$ cat src/rtl/mem_sequencer_if.sv
// Unified memory port shared by instruction fetch and data access.
// The sequencer is the master; a single-ported, variable-latency memory is the slave.
interface mem_sequencer_if #(
  parameter int XLEN = 32
);
  logic            req;
  logic            we;
  logic [XLEN-1:0] addr;
  logic [XLEN-1:0] wdata;
  logic [XLEN-1:0] rdata;
  logic            ack;

  modport master (output req, we, addr, wdata, input rdata, ack);
  modport slave  (input req, we, addr, wdata, output rdata, ack);
endinterface

$ cat src/rtl/mem_sequencer.sv
// Multi-cycle sequencer: fetch, optional load/store, then a one-cycle core step
// enable, so a single-cycle core can run on one shared variable-latency memory.
module mem_sequencer #(
  parameter int XLEN    = 32,
  parameter int TIMEOUT = 16,
  parameter int CNT_W   = 32
) (
  input  logic             clk,
  input  logic             rst,
  input  logic [XLEN-1:0]  core_pc,
  input  logic [XLEN-1:0]  core_aluresult,
  input  logic [XLEN-1:0]  core_writedata,
  input  logic             core_memwrite,
  output logic [XLEN-1:0]  core_instr,
  output logic [XLEN-1:0]  core_readdata,
  output logic             core_en,
  mem_sequencer_if.master  mem,
  output logic             err,
  output logic [CNT_W-1:0] retire_cnt
);

  localparam int              WAIT_W    = $clog2(TIMEOUT);
  localparam logic [WAIT_W-1:0] WAIT_LAST = WAIT_W'(TIMEOUT - 1);
  localparam logic [6:0]      OP_LOAD   = 7'b0000011;
  localparam logic [6:0]      OP_STORE  = 7'b0100011;
  localparam logic [XLEN-1:0] NOP       = XLEN'(32'h00000013);

  typedef enum logic [2:0] {IDLE, FETCH, EXEC, DATA, COMMIT, ERROR} state_t;

  state_t            state_reg, state_next;
  logic [WAIT_W-1:0] wait_reg, wait_next;
  logic [XLEN-1:0]   instr_reg, rdata_reg, addr_reg, wdata_reg;
  logic              we_reg, err_reg;
  logic [CNT_W-1:0]  retire_reg;
  logic              is_load, is_store;

  assign is_load       = (instr_reg[6:0] == OP_LOAD);
  assign is_store      = (instr_reg[6:0] == OP_STORE);
  assign core_instr    = instr_reg;
  assign core_readdata = rdata_reg;
  assign err           = err_reg;
  assign retire_cnt    = retire_reg;

  always_ff @(posedge clk or posedge rst) begin
    if (rst) begin
      state_reg  <= IDLE;
      wait_reg   <= '0;
      instr_reg  <= NOP;
      rdata_reg  <= '0;
      addr_reg   <= '0;
      wdata_reg  <= '0;
      we_reg     <= 1'b0;
      err_reg    <= 1'b0;
      retire_reg <= '0;
    end else begin
      state_reg <= state_next;
      wait_reg  <= wait_next;
      if (state_reg == FETCH && mem.ack)
        instr_reg <= mem.rdata;
      // Data-phase address/data are frozen here so the bus stays stable while waiting.
      if (state_reg == EXEC && (is_load || is_store)) begin
        addr_reg  <= core_aluresult;
        wdata_reg <= core_writedata;
        we_reg    <= core_memwrite;
      end
      if (state_reg == DATA && mem.ack && is_load)
        rdata_reg <= mem.rdata;
      if (state_reg == COMMIT)
        retire_reg <= retire_reg + CNT_W'(1);
      if (state_next == ERROR)
        err_reg <= 1'b1;
    end
  end

  always_comb begin
    state_next = state_reg;
    wait_next  = wait_reg;
    mem.req    = 1'b0;
    mem.we     = 1'b0;
    mem.addr   = addr_reg;
    mem.wdata  = wdata_reg;
    core_en    = 1'b0;
    case (state_reg)
      IDLE: begin
        state_next = FETCH;
        wait_next  = '0;
      end
      FETCH: begin
        mem.req  = 1'b1;
        mem.addr = core_pc;
        if (mem.ack) begin
          state_next = EXEC;
        end else if (wait_reg == WAIT_LAST) begin
          state_next = ERROR;
        end else begin
          wait_next = wait_reg + WAIT_W'(1);
        end
      end
      EXEC: begin
        // Settle cycle: the core decodes the freshly latched instruction.
        if (is_load || is_store) begin
          state_next = DATA;
          wait_next  = '0;
        end else begin
          state_next = COMMIT;
        end
      end
      DATA: begin
        mem.req = 1'b1;
        mem.we  = we_reg;
        if (mem.ack) begin
          state_next = COMMIT;
        end else if (wait_reg == WAIT_LAST) begin
          state_next = ERROR;
        end else begin
          wait_next = wait_reg + WAIT_W'(1);
        end
      end
      COMMIT: begin
        core_en    = 1'b1;
        state_next = FETCH;
        wait_next  = '0;
      end
      ERROR: begin
        state_next = ERROR;
      end
      default: begin
        state_next = IDLE;
      end
    endcase
  end

endmodule

$ cat src/flat_wrapper.sv
// flat-port wrapper written by rule: the top's interface ports become plain ports
module mem_sequencer_flat 
#(
  parameter int XLEN    = 32,
  parameter int TIMEOUT = 16,
  parameter int CNT_W   = 32
)
  (clk, rst, core_pc, core_aluresult, core_writedata, core_memwrite, core_instr, core_readdata, core_en, err, retire_cnt, mem_req, mem_we, mem_addr, mem_wdata, mem_rdata, mem_ack);
  mem_sequencer_if #(.XLEN(XLEN)) mem_i ();
  input  logic clk;
  input  logic rst;
  input  logic [XLEN-1:0] core_pc;
  input  logic [XLEN-1:0] core_aluresult;
  input  logic [XLEN-1:0] core_writedata;
  input  logic core_memwrite;
  output logic [XLEN-1:0] core_instr;
  output logic [XLEN-1:0] core_readdata;
  output logic core_en;
  output logic err;
  output logic [CNT_W-1:0] retire_cnt;
  output wire logic [$bits(mem_i.req)-1:0] mem_req;
  output wire logic [$bits(mem_i.we)-1:0] mem_we;
  output wire logic [$bits(mem_i.addr)-1:0] mem_addr;
  output wire logic [$bits(mem_i.wdata)-1:0] mem_wdata;
  input wire logic [$bits(mem_i.rdata)-1:0] mem_rdata;
  input wire logic [$bits(mem_i.ack)-1:0] mem_ack;
  assign mem_req = mem_i.req;
  assign mem_we = mem_i.we;
  assign mem_addr = mem_i.addr;
  assign mem_wdata = mem_i.wdata;
  assign mem_i.rdata = mem_rdata;
  assign mem_i.ack = mem_ack;
  mem_sequencer #(.XLEN(XLEN), .TIMEOUT(TIMEOUT), .CNT_W(CNT_W)) u_core (.clk(clk), .rst(rst), .core_pc(core_pc), .core_aluresult(core_aluresult), .core_writedata(core_writedata), .core_memwrite(core_memwrite), .core_instr(core_instr), .core_readdata(core_readdata), .core_en(core_en), .mem(mem_i), .err(err), .retire_cnt(retire_cnt));
endmodule
$ cat config.mk
export PLATFORM = sky130hd
export DESIGN_NAME = mem_sequencer_flat
export DESIGN_NICKNAME = d
export VERILOG_FILES = /design/src/rtl/mem_sequencer_if.sv /design/src/rtl/mem_sequencer.sv /design/src/flat_wrapper.sv
export SDC_FILE = /design/constraint.sdc
export NUM_CORES = 1
export LEC_CHECK = 0
export ABC_AREA = 1
export CORE_ASPECT_RATIO = 0.7
export CORE_UTILIZATION = 45
export CTS_BUF_LIST = sky130_fd_sc_hd__clkbuf_8
export CTS_CLUSTER_SIZE = 25
export DETAILED_ROUTE_END_ITERATION = 12
export GPL_TIMING_DRIVEN = 0
export PLACE_DENSITY = 0.84
export SLEW_MARGIN = 5
export SYNTH_ARGS = -nofsm -noshare
export SYNTH_HDL_FRONTEND = slang
export SYNTH_SLANG_ARGS = --single-unit
$ cat constraint.sdc
create_clock -name clk -period 7.7 [get_ports clk]
set_clock_uncertainty 0.2 [all_clocks]
set_input_delay 1.155 -clock clk [delete_from_list [all_inputs] [get_ports clk]]
set_output_delay 1.155 -clock clk [all_outputs]
set_load 0.005 [all_outputs]
== Word level (Yosys, flattened, before mapping) ==
Cells that the tools add are included.
Word-level totals
  ROM bits: 0
  input port bits: 132
  latch bits: 0
  memories: 0
  word-level logic and storage cells: 46
  output and inout bits: 164
  memory bits (writable): 0
  register bits after elaboration: 169
Cells by class
  equal/unequal tests: 12
  shifts and indexed selects: 0
  $add $sub $neg: 2
  reduce and logical (&&, ||, !) cells: 10
  divide/modulo/power cells: 0
  order comparisons: 0
  multiplexer cells: 13
  multiply operators: 0
  bitwise logic cells: 0
Operators by type and width (number)
  adder 32 x 1 -> 32 bit (second input constant): 1
  two-way mux 32 bit: 1
  one-hot mux 3 bit (5 select lines): 1
  two-way mux 3 bit: 4
  two-way mux 4 bit: 3
  one-hot mux 4 bit (3 select lines): 1
  == test 3 bit (second input constant): 3
  == test 7 x 2 -> 1 bit (second input constant): 1
  == test 7 x 6 -> 1 bit (second input constant): 1
  == test 3 x 2 -> 1 bit (second input constant): 2
  inequality test 2 bit (second input constant): 3
  adder 4 x 1 -> 4 bit (second input constant): 1
  == test 4 bit (second input constant): 1
  logical AND 1 bit: 4
  AND reduction 4 bit: 1
  OR reduction 2 bit: 2
  == test 3 x 1 -> 1 bit (second input constant): 1
  logical NOT 3 bit: 1
  two-way mux 1 bit: 3
  nonzero test 3 bit: 1
  logical OR 1 bit: 1

== Depth between registers and ports, before layout ==
Gate-level depths: netlist of the first run.
  depth after elaboration: 5
  mapped depth: 10
  mapped depth without buffers: 10

== Worst setup path before layout of the first run ==
No wires, ideal clock.
  path kind: in2out
  from: in core_pc[10]
  to: out mem_addr[10]
  required time: 6.345 ns
  arrival time: 1.272 ns
  path slack: 5.073 ns
  buffers on the path: 0
  stages on the path: 2
  path through: nand2_1 > nand2_1
Between the ends
  cells in the longest elaborated chain, start to end: 1
RTL lines
  start: declaration: RTL line flat_wrapper.sv:12  | input logic [XLEN-1:0] core_pc;
  two-way mux 32 bit: RTL line mem_sequencer.sv:83  | case (state_reg)
  end: declaration: RTL line flat_wrapper.sv:23  | output wire logic [$bits(mem_i.addr)-1:0] mem_addr;
No other way between the ends.

== Worst setup path after layout of the first run ==
  from: reg u_core.state_reg[2]
  to: out mem_addr[20]
Between the ends
  cells in the longest elaborated chain, start to end: 2
RTL lines
  start: declaration: RTL line mem_sequencer.sv:30  | state_t state_reg, state_next;
  start signal: assignment: RTL line mem_sequencer.sv:56  | state_reg <= state_next;
  == test 3 x 1 -> 1 bit: RTL line mem_sequencer.sv:83
  two-way mux 32 bit: RTL line mem_sequencer.sv:83
No other way between the ends.

==> flow_summary.json, run 1 <==
{
  "routed_via_density": 4.81,
  "slew_headroom_pct": 61.3,
  "worstSetupStartpoint": "u_core.state_reg[2]",
  "nNetsFinal": 1365,
  "clockRootBuffer": "clkbuf_8",
  "cts_buffers": 17,
  "final_layout_size_suffix_gt1_share_pct": 8.68,
  "power_density_nw_per_um2": 267,
  "core_sq_um": 16600,
  "start_util_pct": 46.7,
  "hold_viol": 0,
  "yosysSeqAreaShare_pct": 54.6,
  "rsz0062_at_grt": "no",
  "via_count": 7062,
  "setup_violations": 0,
  "crit_path_max_incr_delay_ps": 550,
  "grt_pass1_vias": 6999,
  "period_share_pct": 50.6,
  "path_max_fanout": 10,
  "drc": 0,
  "postCtsSetupBuffers": 0,
  "yosysUniqueCellTypes": 32,
  "hold_class": "flip-flop to flip-flop",
  "port_buffers": 295,
  "crit_slowest_cell": "clkdlybuf4s50_1",
  "fmax_ghz": 0.257,
  "yosys_warnings": 0,
  "cp.arrival_ps": 2540,
  "grt_pass1_wl_mm": 36.1,
  "die_area_sq_um": 17800,
  "max-cap-violations": 0,
  "clock_latency_ps": 460,
  "rr_worst_depth": 6,
  "crit_top_cell": "nand2_1",
  "finalWorstSetupSlack_ps": 3800,
  "syn_area_sq_um": 7750,
  "slew_viol_final": 0,
  "gp_routability_congestion": 0.860,
  "hold_buffers": 0,
  "crit_chain": "inv_2 > nand2_4 > nor2_4 > buf_1 > nand2_1 > nand2_1 > clkdlybuf4s50_1",
  "min_from": "u_core.core_readdata[29]",
  "drt-initial-drc-count": 471,
  "p_leak_uw": 0.00558,
  "grt-ovfl-total": 0,
  "area_growth_pct": 46.9,
  "layout.cells.non_filler": 1469,
  "rows": 39,
  "ir_worst_vdd_mv": 0.193,
  "hold_depth": 2,
  "die_h_um": 112,
  "min_period_ps": 3900,
  "place_inst": 1437,
  "grt_max_degree": 113,
  "cp_data_required_time_ps": 6340,
  "postSynthAreaPerCell_sq_um": 8.47,
  "ys_seq_elements": 169,
  "outcome": "complete, no violations",
  "worstSetupEndpointType": "output port",
  "wirelength_mm": 21.8,
  "critPathKind": "flip-flop to output port",
  "synth_cells": 916,
  "reg2reg_from": "u_core.state_reg[2]",
  "setup.worst_path.start_class": "flip-flop",
  "clockBufferDepth": 2,
  "die_x_um": 159,
  "cts_resized": 0,
  "cts_sinks": 169,
  "cts_tree": "yes",
  "place_ws_ps": 4020,
  "antenna_found_initial": 0,
  "grtUsageTotal_pct": 25.7,
  "clk_pin_slew_ps": 90,
  "tightest_slew_ps": 580,
  "syn-num-nets": 1050,
  "hpwl_mm": 16.6,
  "first_pass_iters": 5,
  "wl_per_cell_um": 14.9,
  "htreeDepth": 4,
  "fill_cells": 1330,
  "ant_nets": 0,
  "io-pin-count": 296,
  "n_antenna_cell": 0
}
[metrics by stage]
step | utilization [%] | cell area [sq um] | TNS, ps | hold WS [ps] | power, uW
floorplan | - | 7750 | 0 | 255 | 1700
global placement | 66.2 | 11000 | -78100 | 250 | 2430
detailed placement | 66.4 | 11000 | 0 | 271 | 2460
CTS | 68.7 | 11400 | 0 | 294 | 3070
global route | 68.7 | 11400 | 0 | 311 | 3260
finish | 68.7 | 11400 | 0 | 290 | 3050
[routing by layer]
metal,track usage (%),vias to the layer above,part of all wire [%]
li1,-,3454,-
met1,33.5,3333,44
met2,41.3,252,46
met3,7.97,23,8.0
met4,7.76,0,1.6
met5,0,-,0
[kinds of logic (layout without fill, tap and decap cells)]
group	after synthesis	after routing	synth area share [%]
flops	169	169	54.6
xor+xnor	19	19	2.15
compound gates	136	136	10.3
simple gates	418	418	22.7
buf+inv	172	500	9.94
fa+ha+maj	2	2	0.323
[final cells by class]
class                   instances  area [sq um]  area share (%)
clock inverters                14           121            1.07
flip-flops and latches        169          4230            37.2
plain buffers                  32           240            2.11
multi-input cells             575          2750            24.1
clock buffers                  18           248            2.17
repair buffers                296          2980            26.2
well taps                     225           282            2.47
inverters                     140           538            4.72
[cell usage after synthesis]
| cell | n | area (sq um) |
|---|---|---|
| nor3_2 | 2 | 20.0 |
| buf_6 | 15 | 169 |
| nand3_4 | 2 | 35.0 |
| xnor2_1 | 9 | 78.8 |
| dfstp_2 | 3 | 78.8 |
| clkbuf_1 | 9 | 33.8 |
| dfrtp_1 | 166 | 4150 |
| nor2_4 | 2 | 22.5 |
| or2_2 | 1 | 6.26 |
| inv_6 | 1 | 8.76 |
| o21ai_0 | 36 | 180 |
| nand3_1 | 19 | 95.1 |
| nand4_1 | 11 | 68.8 |
| xor2_1 | 10 | 87.6 |
| nor3_1 | 4 | 20.0 |
| a21oi_1 | 2 | 10.0 |
| o21ai_1 | 67 | 335 |
| inv_1 | 136 | 510 |
| inv_2 | 3 | 11.3 |
| o21ai_2 | 31 | 272 |
| nand2_2 | 3 | 18.8 |
| nand2_4 | 1 | 11.3 |
| nand2_1 | 325 | 1220 |
| buf_1 | 2 | 7.51 |
| nor2_1 | 35 | 131 |
| nor2_2 | 2 | 12.5 |
| nand3_2 | 1 | 10.0 |
| buf_2 | 6 | 30.0 |
| nor3_4 | 2 | 32.5 |
| and2_1 | 1 | 6.26 |
| ha_1 | 2 | 25.0 |
| nand3b_1 | 7 | 52.6 |
[path summary, 6_finish.rpt]
kind                                                  to  slack, ps
worst max-delay path                        mem_addr[20]       3800
max in group asynchronous             u_core.wait_reg[2]       5500
worst max register to register      u_core.core_instr[1]       5760
worst min-delay path            u_core.core_readdata[29]        290
worst min register to register  u_core.core_readdata[29]        290
min in group asynchronous       u_core.core_readdata[26]        900
[cells in the final DEF, fill, tap and decap left out, drive strengths merged]
| cell type | netlist | final |
|---|---|---|
| xnor2 | 9 | 9 |
| dfrtp | 166 | 166 |
| xor2 | 10 | 10 |
| dfstp | 3 | 3 |
| nand3b | 7 | 7 |
| nand4 | 11 | 11 |
| clkinv | 0 | 6 |
| clkinvlp | 0 | 2 |
| bufinv | 0 | 1 |
| a21oi | 2 | 2 |
| clkdlybuf4s50 | 0 | 295 |
| inv | 140 | 145 |
| ha | 2 | 2 |
| o21ai | 134 | 134 |
| nor3 | 8 | 8 |
| nand2 | 329 | 329 |
| or2 | 1 | 1 |
| clkbuf | 9 | 27 |
| buf | 23 | 24 |
| and2 | 1 | 1 |
| nor2 | 39 | 39 |
| nand3 | 22 | 22 |
[critical path: cells and delay by family (launching register included)]
kind | cells | cell delay (ps)
buf+inv | 3 | 1060
simple gates | 4 | 560
flops | 1 | 460
[report_power, final]
group / switching [uW] / leakage (uW) / total [uW] / internal, uW
combinational: 554 / 0.00340 / 1230 / 677
clock: 340 / 0.000191 / 605 / 266
sequential: 131 / 0.00198 / 1210 / 1080
No activity file was read; power rests on OpenSTA's default activity.
==> inputs of run 2 (changes only) <==
==> constraint.sdc (replaced) <==
create_clock -name clk -period 3.9 [get_ports clk]
set_clock_uncertainty 0.2 [all_clocks]
set_input_delay 0.585 -clock clk [delete_from_list [all_inputs] [get_ports clk]]
set_output_delay 0.585 -clock clk [all_outputs]
set_load 0.005 [all_outputs]
==> flow_summary.json, run 2 (synthesis gave the netlist of run 1 again) <==
{
  "cts_tree": "yes",
  "fmax_ghz": 0.303,
  "min_period_ps": 3300,
  "slew_headroom_pct": 60.8,
  "n_antenna_cell": 0,
  "critPathKind": "flip-flop to output port",
  "cp.arrival_ps": 2510,
  "final_layout_size_suffix_gt1_share_pct": 8.98,
  "io-pin-count": 296,
  "start_util_pct": 46.7,
  "first_pass_iters": 5,
  "hold_buffers": 0,
  "wl_per_cell_um": 14.5,
  "power_density_nw_per_um2": 533,
  "period_share_pct": 84.5,
  "die_x_um": 159,
  "cp_data_required_time_ps": 3120,
  "outcome": "complete, no violations",
  "clockBufferDepth": 2,
  "grt-ovfl-total": 0,
  "hold_viol": 0,
  "grt_max_degree": 42,
  "rsz0062_at_grt": "no",
  "cts_resized": 0,
  "clock_latency_ps": 440,
  "cts_buffers": 17,
  "via_count": 7090,
  "die_area_sq_um": 17800,
  "worstSetupEndpointType": "output port",
  "area_growth_pct": 48.3,
  "die_h_um": 112,
  "path_max_fanout": 10,
  "crit_top_cell": "nand2_1",
  "clk_pin_slew_ps": 90,
  "final_common_cell": "nand2_1",
  "tightest_slew_ps": 588,
  "max-cap-violations": 0,
  "dpl_cell_area_sq_um": 11100,
  "rows": 39,
  "core_sq_um": 16600,
  "postCtsSetupBuffers": 0,
  "setup.worst_path.start_class": "flip-flop",
  "grt_pass1_vias": 6974,
  "layout_common_cells": "nand2_1 (325), clkdlybuf4s50_1 (295), dfrtp_1 (166), inv_1 (135), o21ai_1 (67)",
  "ant_nets": 0,
  "drt-initial-drc-count": 480,
  "drc": 0,
  "slew_viol_final": 0,
  "grt_pass1_wl_mm": 35.7,
  "grtUsageTotal_pct": 25.3,
  "p_leak_uw": 0.00562,
  "stdcell_area_sq_um": 11500,
  "crit_chain": "inv_2 > nand2_4 > nor2_4 > clkbuf_1 > nand2_1 > nand2_1 > clkdlybuf4s50_1",
  "cts_sinks": 169,
  "antenna_found_initial": 0,
  "crit_path_max_incr_delay_ps": 490,
  "p_total_uw": 6130,
  "hpwl_mm": 16.3,
  "ir_worst_vdd_mv": 0.346,
  "clockRootBuffer": "clkbuf_8",
  "gp_routability_congestion": 0.885,
  "port_buffers": 295,
  "nNetsFinal": 1368,
  "htreeDepth": 4,
  "hold_class": "flip-flop to flip-flop",
  "wirelength_mm": 21.4,
  "crit_slowest_cell": "clkdlybuf4s50_1",
  "routed_via_density": 4.82,
  "setup_violations": 0
}
run 2: through the flow:
step / hold WS [ps] / utilization (%) / setup slack (ps) / setup TNS, ps / std cells
2_1_floorplan: 255 / - / 963 / 0 / 916
3_3_place_gp: 247 / 66.3 / -433 / -69370 / 1436
6_report: 283 / 69.3 / 605 / 0 / 1472
4_1_cts: 290 / 69.3 / 592 / 0 / 1472
5_1_grt: 295 / 69.3 / 389 / 0 / 1472
3_5_place_dp: 267 / 66.7 / 1110 / 0 / 1440
run 2: path summary, 6_finish.rpt:
check                                           end  slack [ps]  cells past startpoint                start
setup / recovery                       mem_addr[28]         600                      7  u_core.state_reg[2]
hold / removal                           u_core.err         280                      2           u_core.err
setup reg to reg              u_core.core_instr[26]        1900                      6  u_core.state_reg[2]
hold reg to reg                          u_core.err         280                      2           u_core.err
max in group asynchronous  u_core.core_readdata[21]        2300                      4                  rst
min in group asynchronous       u_core.mem.wdata[8]         330                      2                  rst
run 2: final cells by class:
class,instances,area [sq um]
Buffer,32,240
Tap cell,225,282
Timing Repair Buffer,299,3030
Clock inverter,14,180
Fill cell,1301,5090
Inverter,140,534
Clock buffer,18,248
Multi-Input combinational cell,575,2750
Sequential cell,169,4230
run 2: critical path, delay by kind of cell (launching register included):
family                 cells  cell delay, ps
buffers and inverters      3            1000
flip-flops                 1             460
AND/OR/NAND/NOR            4             600
run 2: layer usage:
layer	vias to the layer above	global-route usage (%)	wire length, um
met5	-	0	0
met4	0	7.05	249
met1	3334	33.5	9310
met3	21	7.94	1940
li1	3466	-	-
met2	269	40.4	9870
run 2: report_power, final:
part           switching (uW)  internal, uW  total, uW
combinational            1070          1340       2410
sequential                256          2130       2390
clock                     710           618       1330
total                    2040          4090       6130
==> RTL edit (settings of run 2) <==
Encoding of `state_t`: now one-hot (6 bits for 6 states).
--- a/src/rtl/mem_sequencer.sv
+++ b/src/rtl/mem_sequencer.sv
@@ -25,7 +25,7 @@
   localparam logic [6:0]      OP_STORE  = 7'b0100011;
   localparam logic [XLEN-1:0] NOP       = XLEN'(32'h00000013);
 
-  typedef enum logic [2:0] {IDLE, FETCH, EXEC, DATA, COMMIT, ERROR} state_t;
+  typedef enum logic [5:0] {IDLE = 6'b000001, FETCH = 6'b000010, EXEC = 6'b000100, DATA = 6'b001000, COMMIT = 6'b010000, ERROR = 6'b100000} state_t;
 
   state_t            state_reg, state_next;
   logic [WAIT_W-1:0] wait_reg, wait_next;
Formal check against the unedited RTL: same outputs for any inputs over 10 cycles, from zero or initial values and one cycle with rst high; not proved beyond that.
==> RTL edit against run 2 <==
Worst setup slack better by 0.11 ns. Power shrank 10%. Clock power rose by 8%. Combinational power down 27%. Routed wire length is 10% higher. Worst hold slack got worse by 0.016 ns. Sequential cell count up 3. Sequential power is 3% lower. Sequential share of layout area about the same. Final area rose by 1.8%. Critical path depth is 2 lower. Area after synthesis rose by 2.2%. Critical endpoint is now mem_addr[29].
==> RTL edit: results (changes against run 2) <==
post-synthesis sequential area ratio=54.4% (-0.19 points); R2R depth=7 (+1); Async SR Flop Fraction=100% (unchanged); IO buf count=295 (unchanged); cells after synthesis=935 (+2.1%); crit path DAT=2.40 ns (-0.11 ns); Final Wtd Congestion=0.873 (-1.4%); post-DP HPWL=17900 um (+10%); postcts setup bufs=0 (unchanged); H-tree depth=4 (unchanged); worst-path fanout max=10 (unchanged); WL/cell=15.8 um (+8.7%); Num CTS Buffers=17 (unchanged); detailed-route via count=7553 (+6.5%); R2R setup slack=1.90 ns (about the same); slew of the pin with the lowest slew margin=0.743 ns (+0.155 ns); first-pass GRT wire length=38300 um (+7.2%); Switch Pwr=1620 uW (-21%); Nets=1387 (+1.4%); R2R Path Start=u_core.core_instr[0]; largest net degree at the start of global routing=40 (-4.8%); met3 Track Usage GR=7.26% (-0.68 points); Fill cells=1369 (+5.2%); met1 Usage GRT=35.7% (+2.3 points); Hold Path Depth=1 (-1); commonest cells in the netlist=nand2_1 (410), dfrtp_1 (168), nand3_1 (113), nor2_1 (55), inv_1 (40); CP Launch Point=u_core.state_reg[0]; status=finished, final reports clean; synth top area cells=dfrtp_1 (53%), nand2_1 (19%), nand3_1 (7.1%); Worst-path clk slew=0.08 ns; number of global-route vias before repair=7391 (+6.0%); GRT Total Usage=26.9% (+1.6 points); r2r endpoint=u_core.addr_reg[9]; first-pass iteration count of the detailed router=5 (unchanged); Synth Flop Type=dfrtp_1; layout cells sized above 1=7.59% (-1.4 points); CTS root buf=clkbuf_8; syn_nets=1069 (+1.8%); CTS Buffer Depth=2 (unchanged); GR Util met2=43.7% (+3.3 points); via/cell ratio=5.05 (+4.8%); dpl cells=1465 (+1.7%); Iter 0 DRT Violations=612 (+28%); peak supply drop=0.317 mV (-8.4%); static leakage=0.00539 uW (-4.0%); n_diodes=0 (unchanged)
==> RTL edit: cell count changes after synthesis, moves of 31 or more <==
cell and change:
inv_1 -96, o21ai_0 -34, o21ai_2 -31, nand2_1 +85, nand3_1 +94, o21ai_1 -67
==> RTL edit: kinds of logic after synthesis <==
family	synth area share (%)
adders and majority gates	0.316
xor gates and xnor gates	2.21
muxes	4.55
buffers and inverters	4.61
AOI/OAI and AO/OA	0.695
and+or+nand+nor	33.2
DFF	54.4
==> RTL edit: cell type report <==
class                           count  area (sq um)  share of cell area [%]
Buffer                             40           200                    1.71
Clock buffer                       19           262                    2.23
Clock inverter                     12           193                    1.65
Inverter                           44           169                    1.44
Multi-Input combinational cell    679          3250                    27.8
Sequential cell                   172          4310                    36.8
Tap cell                          231           289                    2.47
Timing Repair Buffer              299          3030                    25.9
==> RTL edit: through the flow <==
stage	worst slack (ns)	utilization, %	area (sq um)	hold slack (ns)	TNS, ns
after floorplan	0.922	-	7930	0.236	0
after global placement	-0.544	65.1	11200	0.251	-89.08
after detailed placement	1.18	65.5	11200	0.252	0
after CTS	0.672	68.2	11700	0.274	0
after global routing	0.599	68.2	11700	0.287	0
final	0.716	68.2	11700	0.268	0
==> RTL edit: how the worst max path moves through the flow <==
stage	endpoint	slack (ns)
2_1_floorplan	u_core.addr_reg[0]	0.92
3_3_place_gp	u_core.mem.wdata[17]	-0.54
3_5_place_dp	mem_addr[26]	1.18
4_1_cts	mem_addr[26]	0.67
5_1_grt	mem_addr[29]	0.60
6_report	mem_addr[29]	0.72
==> RTL edit: critical path, stage by stage, from the launching register on <==
cell and delay, ns:
dfstp_2 0.58, nor2_2 0.06, nand3_4 0.15, buf_2 0.33
mux2_1 0.35, clkdlybuf4s50_1 0.48
==> RTL edit: power by group through the flow <==
stage	clock, uW	combinational, uW	sequential [uW]
finish	1440	1750	2330
CTS	1470	1770	2320
global route	1540	1920	2360
global placement	0	1710	2340
floorplan	0	689	2340
detailed placement	0	1760	2350
==> RTL edit: per-layer routing <==
| metal | routed length [um] | part of all wire [%] |
|---|---|---|
| met1 | 10100 | 43 |
| met2 | 11100 | 47 |
| met3 | 2100 | 8.9 |
| met4 | 228 | 0.97 |
| met5 | 0 | 0 |
